--- src/rtl/reg_bank_scanner.sv ---
`default_nettype none
// ============================================================================
// Module   : reg_bank_scanner
// Brief    : Walks a bank address range, streams each read word over valid/ready.
//            Optional trailing checksum beat under REG_SCAN_CHECKSUM_EN.
// Revision : 1.0 - initial release
// ============================================================================
module reg_bank_scanner #(
  parameter int DATA_W = 16,
  parameter int SEL_W  = 3
) (
  input  logic              clk,
  input  logic              rst,
  input  logic              start,
  input  logic [SEL_W-1:0]  first_sel,
  input  logic [SEL_W-1:0]  last_sel,
  output logic [SEL_W-1:0]  read_sel,
  input  logic [DATA_W-1:0] rb_data_out,
  output logic [DATA_W-1:0] out_data,
  output logic [SEL_W-1:0]  out_idx,
  output logic              out_valid,
  input  logic              out_ready,
  output logic              out_last,
  output logic              busy,
  output logic              done
);

  typedef enum logic [2:0] {
    S_IDLE = 3'd0,
    S_READ = 3'd1,
    S_SEND = 3'd2,
`ifdef REG_SCAN_CHECKSUM_EN
    S_CHK  = 3'd3,
`endif
    S_DONE = 3'd4
  } state_t;

  state_t             r_state;
  state_t             w_state_next;
  logic [SEL_W-1:0]   r_cur;
  logic [SEL_W-1:0]   r_last;
  logic [DATA_W-1:0]  r_out_data;
  logic [SEL_W-1:0]   r_out_idx;
  logic               r_out_valid;
  logic               r_out_last;
  logic               r_done;
  logic               w_hs;
  logic               w_at_last;
`ifdef REG_SCAN_CHECKSUM_EN
  logic [DATA_W-1:0]  r_checksum;
`endif

  assign w_hs      = r_out_valid & out_ready;
  assign w_at_last = (r_cur == r_last);

  // cur only changes on the way into READ, so it doubles as the read select
  assign read_sel  = r_cur;
  assign out_data  = r_out_data;
  assign out_idx   = r_out_idx;
  assign out_valid = r_out_valid;
  assign out_last  = r_out_last;
  assign done      = r_done;
  assign busy      = (r_state != S_IDLE);

  always_ff @(posedge clk or negedge rst) begin
    if (!rst) begin
      r_state <= S_IDLE;
    end else begin
      r_state <= w_state_next;
    end
  end

  always_comb begin
    w_state_next = r_state;
    case (r_state)
      S_IDLE: begin
        if (start) begin
          w_state_next = S_READ;
        end
      end
      S_READ: begin
        w_state_next = S_SEND;
      end
      S_SEND: begin
        if (w_hs) begin
          if (w_at_last) begin
`ifdef REG_SCAN_CHECKSUM_EN
            w_state_next = S_CHK;
`else
            w_state_next = S_DONE;
`endif
          end else begin
            w_state_next = S_READ;
          end
        end
      end
`ifdef REG_SCAN_CHECKSUM_EN
      S_CHK: begin
        if (w_hs) begin
          w_state_next = S_DONE;
        end
      end
`endif
      S_DONE: begin
        w_state_next = S_IDLE;
      end
      default: begin
        w_state_next = S_IDLE;
      end
    endcase
  end

  always_ff @(posedge clk or negedge rst) begin
    if (!rst) begin
      r_cur       <= '0;
      r_last      <= '0;
      r_out_data  <= '0;
      r_out_idx   <= '0;
      r_out_valid <= 1'b0;
      r_out_last  <= 1'b0;
      r_done      <= 1'b0;
`ifdef REG_SCAN_CHECKSUM_EN
      r_checksum  <= '0;
`endif
    end else begin
      // DONE always falls straight back to IDLE, so this is a single-cycle pulse
      r_done <= (w_state_next == S_DONE);
      case (r_state)
        S_IDLE: begin
          if (start) begin
            r_cur  <= first_sel;
            r_last <= last_sel;
`ifdef REG_SCAN_CHECKSUM_EN
            r_checksum <= '0;
`endif
          end
        end
        S_READ: begin
          r_out_data  <= rb_data_out;
          r_out_idx   <= r_cur;
          r_out_valid <= 1'b1;
`ifdef REG_SCAN_CHECKSUM_EN
          r_out_last  <= 1'b0;
`else
          r_out_last  <= w_at_last;
`endif
        end
        S_SEND: begin
          if (w_hs) begin
            r_out_valid <= 1'b0;
`ifdef REG_SCAN_CHECKSUM_EN
            r_checksum  <= r_checksum + r_out_data;
`endif
            if (!w_at_last) begin
              r_cur <= r_cur + SEL_W'(1);
            end
          end
        end
`ifdef REG_SCAN_CHECKSUM_EN
        S_CHK: begin
          // first cycle loads the checksum beat, then wait for its handshake
          if (!r_out_valid) begin
            r_out_data  <= r_checksum;
            r_out_idx   <= '0;
            r_out_last  <= 1'b1;
            r_out_valid <= 1'b1;
          end else if (out_ready) begin
            r_out_valid <= 1'b0;
          end
        end
`endif
        default: begin
        end
      endcase
    end
  end

endmodule
`default_nettype wire

--- config.mk ---
export PLATFORM = sky130hd
export DESIGN_NAME = reg_bank_scanner
export DESIGN_NICKNAME = d
export VERILOG_FILES = /design/src/rtl/reg_bank_scanner.sv
export SDC_FILE = /design/constraint.sdc
export NUM_CORES = 1
export LEC_CHECK = 0
export ABC_AREA = 1
export ABC_CLOCK_PERIOD_IN_PS = 1300
export CORE_MARGIN = 2
export CORE_UTILIZATION = 25
export CTS_BUF_LIST = sky130_fd_sc_hd__clkbuf_8
export DETAILED_ROUTE_END_ITERATION = 8
export PLACE_DENSITY = 0.52
export SETUP_SLACK_MARGIN = 0.4
export SYNTH_ARGS = -nofsm -noshare
export SYNTH_HDL_FRONTEND = slang
export SYNTH_SLANG_ARGS = --single-unit
--- constraint.sdc ---
create_clock -name clk -period 1.3 [get_ports clk]
set_clock_uncertainty 0.05 [all_clocks]
set_input_delay 0.325 -clock clk [delete_from_list [all_inputs] [get_ports clk]]
set_output_delay 0.325 -clock clk [all_outputs]
set_load 0.01 [all_outputs]
==> results of run 1 <==
cells in the mapped netlist:
cell,count
dfrtp_1,31
nand2_1,25
mux2_4,12
mux2_2,6
o21ai_0,6
inv_1,4
nand3_1,4
a21oi_1,2
buf_6,2
inv_2,2
nand2_2,2
nand2_4,2
nor2_1,2
nor2_2,2
nor3_1,2
xnor2_1,2
ha_1,1
nand3_2,1
nor2_4,1
repair_timing:
action,in CTS,in global routing
setup endpoints to repair,57,57
buffers inserted,7,6
pin swaps,3,1
cloned,1,0
hold buffers,0,0
resized for setup,121,9
worst register-to-register path: stages, from the launching register on:
cell and delay, ns:
dfrtp_1 0.41, nor2_4 0.12, buf_4 0.19, nand3_2 0.13
buf_12 0.16, nor2_1 0.10, a21oi_1 0.05
path summary, 6_finish.rpt:
path,from,endpoint,slack (ns)
setup / recovery,r_state[2]$_DFF_PN0_,busy,-0.04
hold / removal,rst,out_data[7]$_DFFE_PN0N_,0.35
setup reg to reg,r_state[2]$_DFF_PN0_,r_last[2]$_DFFE_PN0P_,-0.02
hold reg to reg,out_data[0]$_DFFE_PN0N_,out_data[0]$_DFFE_PN0N_,0.46
max in group asynchronous,rst,out_data[3]$_DFFE_PN0N_,0.67
min in group clk,out_data[0]$_DFFE_PN0N_,out_data[0]$_DFFE_PN0N_,0.46
metal layers:
metal / up-vias / wire length (um) / global-route usage
met5: - / 0 / 0
met4: 0 / 30 / 0.0321
met3: 5 / 255 / 0.0518
met2: 50 / 1580 / 0.199
met1: 495 / 1630 / 0.157
li1: 536 / - / -
registers in the layout, indices dropped and copies added, names as in the netlist:
register and flops:
read_sel 3, out_data 16, out_idx 3, out_valid 1, r_state 3, done 1
r_last 3, out_last 1
logic make-up after synthesis:
logic type	Yosys count	share of synthesized area
multiplexers	18	0.185
AO/OA/AOI/OAI	8	0.0299
flip-flops	31	0.579
buffers and inverters	8	0.0336
adder cells (fa/ha/maj)	1	0.00934
XOR/XNOR	2	0.0131
AND/OR/NAND/NOR	41	0.150
area by class of cell:
| cell class | count | area [um^2] |
|---|---|---|
| well taps | 70 | 87.6 |
| flip-flops and latches | 31 | 776 |
| inverters | 6 | 25.0 |
| clock buffers | 6 | 82.6 |
| clock inverters | 1 | 5.00 |
| fillers | 495 | 2870 |
| repair buffers | 81 | 689 |
| multi-input cells | 71 | 602 |
where the power goes:
| part | switching [uW] | leakage (uW) | internal (uW) |
|---|---|---|---|
| clock network | 337 | 0.0000470 | 415 |
| logic | 1380 | 0.000703 | 1780 |
| registers | 274 | 0.000373 | 1420 |
per-stage QoR:
step	TNS [ns]	worst slack, ns	util	cell area, um^2
6_report	-0.123	-0.0397	0.441	2270
5_1_grt	-1.68	-0.109	0.441	2270
4_1_cts	-0.142	-0.0560	0.423	2170
3_5_place_dp	-2.25	-0.131	0.402	2070
3_3_place_gp	-1.46	-0.0861	0.402	2070
2_1_floorplan	0	0.0416	-	1340
==> flow_summary.toml, run 1 <==
[outcome]
outcome = "finished, violations left"
failed_checks = "setup timing"

[synth]
ys_ff_latch = 31
yosysWarnings = 0
synth_fp_nets = 136
synth.distinct_cells = 19
netlist.area_leader.share = 0.579
synth_area_leaders = "dfrtp_1, mux2_4, nand2_1"
synth_area_um2 = 1340
yosys.area.top_type = "dfrtp_1"
synthCells = 109
avgSynthCellArea_um2 = 12.3
yosysSeqAreaShare = 0.579

[timing]
setup_viol = 15
fin_ws_ns = -0.0397
period_share = 1.03
hold_violations = 0
maxSlewViolCount = 0
timing.slew.headroom = 0.866
fmax_ghz = 0.746
worstMarginPinSlew_ns = 0.201
min_period_ns = 1.34
rsz0062_at_grt = "yes"
worst_hold_slack_ns = 0.352

[worst_setup_path]
path_cells = "nor2_4, nand2_2, buf_6"
start_kind = "flop"
worst_path_largest_cell_delay_ns = 0.41
cp_slowest_cell = "dfrtp_1"
crit_buf_inv = 1
reg2regPathDepth = 6
cp.required_ns = 0.93
crit_arrival_ns = 0.96
crit_family = "flip-flops"
path_depth = 3
crit_fanout = 2
endpoint_kind = "primary output"
worstSetupPathType = "flop to primary output"

[flow_run]
cap_violations = 0

[pwr]
leakage_uw = 0.00112
ir_drop_mv = 0.761
p_total_uw = 5600
power_density_nw_per_um2 = 2470

[grt]
grt_overflow = 0
antenna_found_initial = 0
grt_pass1_wl_um = 5840
grt_usage = 0.125
grt_pass1_vias = 1193
grt_max_degree = 32

[clocking]
clock-sinks = 31
cts_tree = "done"
cts_htree_levels = 2
clkTransAtPathRegs_ns = 0.07
ctsRootBufferMaster = "clkbuf_8"
clock_latency_ns = 0.27
numCtsBuffers = 5
clk_path_buf_depth = 2

[floorplanning]
die_w_um = 77.2
core_area_um2 = 5140
row_count = 26
start_util = 0.260
fp.dieArea_um2 = 5960
ios = 52
dieHeight_um = 77.2

[route]
ant_nets = 0
firstDrtPassIters = 4
via_per_inst = 4.08
drt-initial-drc-count = 18
routed_wl_um = 3500
num_vias = 1086
drc = 0
wl_per_cell_um = 13.1

[finish]
fin_cells = 266
finalNetCount = 223
final_cell_mix = "dfrtp_1, clkdlybuf4s50_1, nand2_1, buf_4, buf_2"
drive_above_1_share = 0.500
antennaDiodeCount = 0
syn_to_final_growth_pct = 69.3
layout_commonest_cell = "dfrtp_1"

[min_path]
hp-class = "input port to asynchronous set/reset pin"

[placement]
placedCellCount = 245
gp_congestion = 0.758
dp_hpwl_um = 2400
io_buffers = 51
No activity file was read; power rests on OpenSTA's default activity.
==> inputs of run 2 (changes only) <==
--- a/config.mk
+++ b/config.mk
@@ -7,12 +7,14 @@
 export LEC_CHECK = 0
 export ABC_AREA = 1
 export ABC_CLOCK_PERIOD_IN_PS = 1300
+export CORE_ASPECT_RATIO = 0.9
 export CORE_MARGIN = 2
 export CORE_UTILIZATION = 25
 export CTS_BUF_LIST = sky130_fd_sc_hd__clkbuf_8
 export DETAILED_ROUTE_END_ITERATION = 8
 export PLACE_DENSITY = 0.52
 export SETUP_SLACK_MARGIN = 0.4
+export SKIP_LAST_GASP = 1
 export SYNTH_ARGS = -nofsm -noshare
 export SYNTH_HDL_FRONTEND = slang
 export SYNTH_SLANG_ARGS = --single-unit
==> flow_summary.toml, run 2 (synthesis gave the netlist of run 1 again) <==
[finish]
fillers = 489
syn_to_final_growth_pct = 82.7
layout_commonest_cell = "buf_4"
final_cell_mix = "buf_4, dfrtp_1, clkdlybuf4s50_1, nand2_1, buf_2"
finalNetCount = 238
antennaDiodeCount = 0
fin_cells = 279
finish.utilization = 0.468
seqCellArea_um2 = 776
multiInputGateArea_um2 = 653
drive_above_1_share = 0.566
largest_reg_flops = 16

[placement]
placedCellCount = 240
gp_congestion = 0.736
dp_hpwl_um = 2330
io_buffers = 51
dp_slack_ns = -0.148

[pwr]
power_density_nw_per_um2 = 2590
p_total_uw = 6320
ir_drop_mv = 0.902
leakage_uw = 0.00120

[outcome]
failed_checks = "setup timing"
outcome = "finished, violations left"

[route]
firstDrtPassIters = 4
via_per_inst = 4.18
num_vias = 1167
wl_per_cell_um = 12.9
drt-initial-drc-count = 34
drc = 0
routed_wl_um = 3590
ant_nets = 0

[floorplanning]
core_area_um2 = 5220
fp.dieArea_um2 = 5960
start_util = 0.256
die_w_um = 81.1
ios = 52
row_count = 25
dieHeight_um = 73.4

[timing]
min_period_ns = 1.37
hold_violations = 0
period_share = 1.05
maxSlewViolCount = 0
fin_ws_ns = -0.0709
fmax_ghz = 0.729
timing.slew.headroom = 0.855
setup_viol = 24
tns_ns = -0.545
worstMarginPinSlew_ns = 0.217
rsz0062_at_grt = "yes"

[worst_setup_path]
endpoint_kind = "primary output"
r2r-start = "r_state[1]$_DFF_PN0_"
worstSetupPathType = "flop to primary output"
cp_slowest_cell = "dfrtp_1"
start_kind = "flop"
cp.required_ns = 0.93
crit_fanout = 2
cp-startpoint = "r_state[1]$_DFF_PN0_"
crit_family = "flip-flops"
path_cells = "nor2_4, nand2_1, buf_6"
worst_path_largest_cell_delay_ns = 0.40
crit_arrival_ns = 1.00
crit_buf_inv = 1

[grt]
antenna_found_initial = 0
grt_max_degree = 32
grt_pass1_vias = 1182
grt_overflow = 0
grt_pass1_wl_um = 5670
grt_usage = 0.127

[clocking]
clkTransAtPathRegs_ns = 0.07
numCtsBuffers = 5
clk_path_buf_depth = 2
cts_hold_buf = 0
clock-sinks = 31
clock_latency_ns = 0.28
cts_htree_levels = 2
cts_tree = "done"
ctsRootBufferMaster = "clkbuf_8"

[flow_run]
cap_violations = 0

[min_path]
hp-class = "input port to asynchronous set/reset pin"
-- run 2: changes by cell type in the layout (fill, tap and decap cells not counted), sizes merged --
cell / change
buf: +13
bufinv: +1
clkinvlp: +1
nand2: +1
-- run 2: stage by stage --
step                hold WS (ns)  area (um^2)
floorplan                -0.0206         1340
global placement           0.430         2040
detailed placement         0.433         2040
CTS                        0.370         2290
global route               0.370         2450
finish                     0.374         2450
-- run 2: path summary, 6_finish.rpt --
path	to	slack (ns)	cells past startpoint
worst min register to register	out_data[3]$_DFFE_PN0N_	0.46	1
worst max-delay path	busy	-0.07	3
max in group asynchronous	r_last[2]$_DFFE_PN0P_	0.66	2
worst max register to register	out_data[12]$_DFFE_PN0N_	-0.03	5
min in group clk	out_data[3]$_DFFE_PN0N_	0.46	1
worst min-delay path	out_data[5]$_DFFE_PN0N_	0.37	2
-- run 2: repair_timing --
action,CTS,global route
cloned,3,0
resized for setup,130,17
setup buffers,16,12
pin swaps,3,7
setup endpoints to repair,57,57
-- run 2: layout make-up --
type | count | share of cell area
Clock inverter | 2 | 0.0143
Timing Repair inverter | 1 | 0.00307
Multi-Input combinational cell | 72 | 0.267
Sequential cell | 31 | 0.317
Timing Repair Buffer | 94 | 0.319
Tap cell | 67 | 0.0343
Clock buffer | 6 | 0.0338
Inverter | 6 | 0.0113
-- run 2: routing by layer --
| metal | vias to the layer above | track usage | wire [um] |
|---|---|---|---|
| met1 | 550 | 0.155 | 1540 |
| li1 | 565 | - | - |
| met2 | 44 | 0.212 | 1710 |
| met3 | 8 | 0.0369 | 287 |
| met4 | 0 | 0.0508 | 53 |
| met5 | - | 0 | 0 |
-- run 2: report_power, final --
group	internal (uW)	switching [uW]
registers	1420	273
clock network	620	367
logic	2090	1550
==> inputs of run 3 (changes only) <==
--- a/config.mk
+++ b/config.mk
@@ -12,7 +12,6 @@
 export CORE_UTILIZATION = 25
 export CTS_BUF_LIST = sky130_fd_sc_hd__clkbuf_8
 export DETAILED_ROUTE_END_ITERATION = 8
-export PLACE_DENSITY = 0.52
 export SETUP_SLACK_MARGIN = 0.4
 export SKIP_LAST_GASP = 1
 export SYNTH_ARGS = -nofsm -noshare
==> flow_summary.toml, run 3 (synthesis gave the netlist of run 1 again) <==
[worst_setup_path]
reg2regPathDepth = 8
cp.required_ns = 0.93
worstSetupPathType = "flop to primary output"
r2r-start = "r_state[1]$_DFF_PN0_"
endpoint_kind = "primary output"
rrSetupSlack_ns = -0.06
start_kind = "flop"
crit_arrival_ns = 0.99
crit_fanout = 2
worstReg2RegEnd = "read_sel[2]$_DFFE_PN0P_"

[timing]
setup_viol = 14
fmax_ghz = 0.731
timing.slew.headroom = 0.866
worstMarginPinSlew_ns = 0.201
tns_ns = -0.458
period_share = 1.05
hold_violations = 0
min_period_ns = 1.37
fin_ws_ns = -0.0684
rsz0062_at_grt = "yes"
maxSlewViolCount = 0

[grt]
grt_overflow = 0
antenna_found_initial = 0
grt_pass1_wl_um = 4990
grt_max_degree = 32
grt_pass1_vias = 1026
grt_usage = 0.113

[floorplanning]
fp.dieArea_um2 = 5960
ios = 52
start_util = 0.256
core_area_um2 = 5220
dieHeight_um = 73.4
row_count = 25
die_w_um = 81.1

[finish]
fin_cells = 260
antennaDiodeCount = 0
finalNetCount = 219
final_cell_mix = "dfrtp_1, nand2_1, clkdlybuf4s50_1, buf_2, buf_4"
fillers = 527
layout_commonest_cell = "dfrtp_1"
syn_to_final_growth_pct = 64.7
largest_reg_flops = 16
finish.utilization = 0.422
drive_above_1_share = 0.487

[route]
drc = 0
num_vias = 1067
wl_per_cell_um = 12.3
via_per_inst = 4.10
firstDrtPassIters = 4
drt-initial-drc-count = 35
routed_wl_um = 3210
ant_nets = 0

[outcome]
failed_checks = "setup timing"
outcome = "finished, violations left"

[clocking]
clk_path_buf_depth = 2
clock-sinks = 31
cts_tree = "done"
ctsRootBufferMaster = "clkbuf_8"
cts_hold_buf = 0
numCtsBuffers = 5
clkTransAtPathRegs_ns = 0.07
clock_latency_ns = 0.28
cts_htree_levels = 2

[pwr]
power_density_nw_per_um2 = 2510
leakage_uw = 0.00110
clkPwrFrac = 0.177
ir_drop_mv = 0.749
p_comb_frac = 0.522
switching_share = 0.342
power_switching_uw = 1890
p_int_uw = 3650
p_seq_frac = 0.301

[placement]
gp_congestion = 0.711
dp_slack_ns = -0.118
io_buffers = 51
dp_hpwl_um = 2150
placedCellCount = 240

[min_path]
hp-class = "input port to asynchronous set/reset pin"

[flow_run]
cap_violations = 0
-- run 3: metal layers --
layer  share of wire  track usage  vias to the layer above
li1                -            -                      523
met1            0.44        0.145                      512
met4           0.018       0.0452                        0
met5               0            0                        -
met3           0.058       0.0332                        5
met2            0.48        0.179                       27
-- run 3: power by group through the flow --
stage               Sequential [uW]  Combinational (uW)  Clock (uW)
floorplan                      1870                1270           0
global placement               1670                2800           0
detailed placement             1680                2820           0
CTS                            1660                2780        1010
global route                   1720                3170        1050
finish                         1670                2890         978
-- run 3: how the worst max path moves through the flow --
stage / startpoint / end / slack (ns) / cells past startpoint
after floorplan: r_state[1]$_DFF_PN0_ / out_data[10]$_DFFE_PN0N_ / 0.04 / 4
after global placement: r_state[1]$_DFF_PN0_ / busy / -0.11 / 3
after detailed placement: r_state[1]$_DFF_PN0_ / busy / -0.12 / 3
after CTS: r_state[1]$_DFF_PN0_ / busy / -0.08 / 3
after global routing: r_state[1]$_DFF_PN0_ / read_sel[2]$_DFFE_PN0P_ / -0.14 / 8
final: r_state[1]$_DFF_PN0_ / busy / -0.07 / 3
-- run 3: area by class of cell --
class,instances,area (um^2),share of cell area
flip-flops and latches,31,776,0.352
repair buffers,77,631,0.286
multi-input cells,71,572,0.259
well taps,67,83.8,0.0380
clock buffers,6,82.6,0.0375
clock inverters,2,35.0,0.0159
inverters,6,25.0,0.0114
-- run 3: timing repair --
action                     4_1_cts  5_1_grt
gates resized for setup        117        3
pin swaps                        3        2
gates cloned                     1        0
setup endpoints to repair       57       57
setup buffers                    5        6
-- run 3: critical path, stage by stage, from the launching register on --
cell	delay [ns]
dfrtp_1	0.40
nor2_4	0.11
nand2_1	0.06
buf_2	0.14
-- run 3: per-stage QoR --
step           total power [uW]  instance area, um^2  hold WS (ns)
2_1_floorplan              3140                 1340       -0.0206
3_3_place_gp               4470                 2050         0.420
3_5_place_dp               4500                 2050         0.429
4_1_cts                    5460                 2150         0.356
5_1_grt                    5940                 2200         0.364
6_report                   5540                 2200         0.351
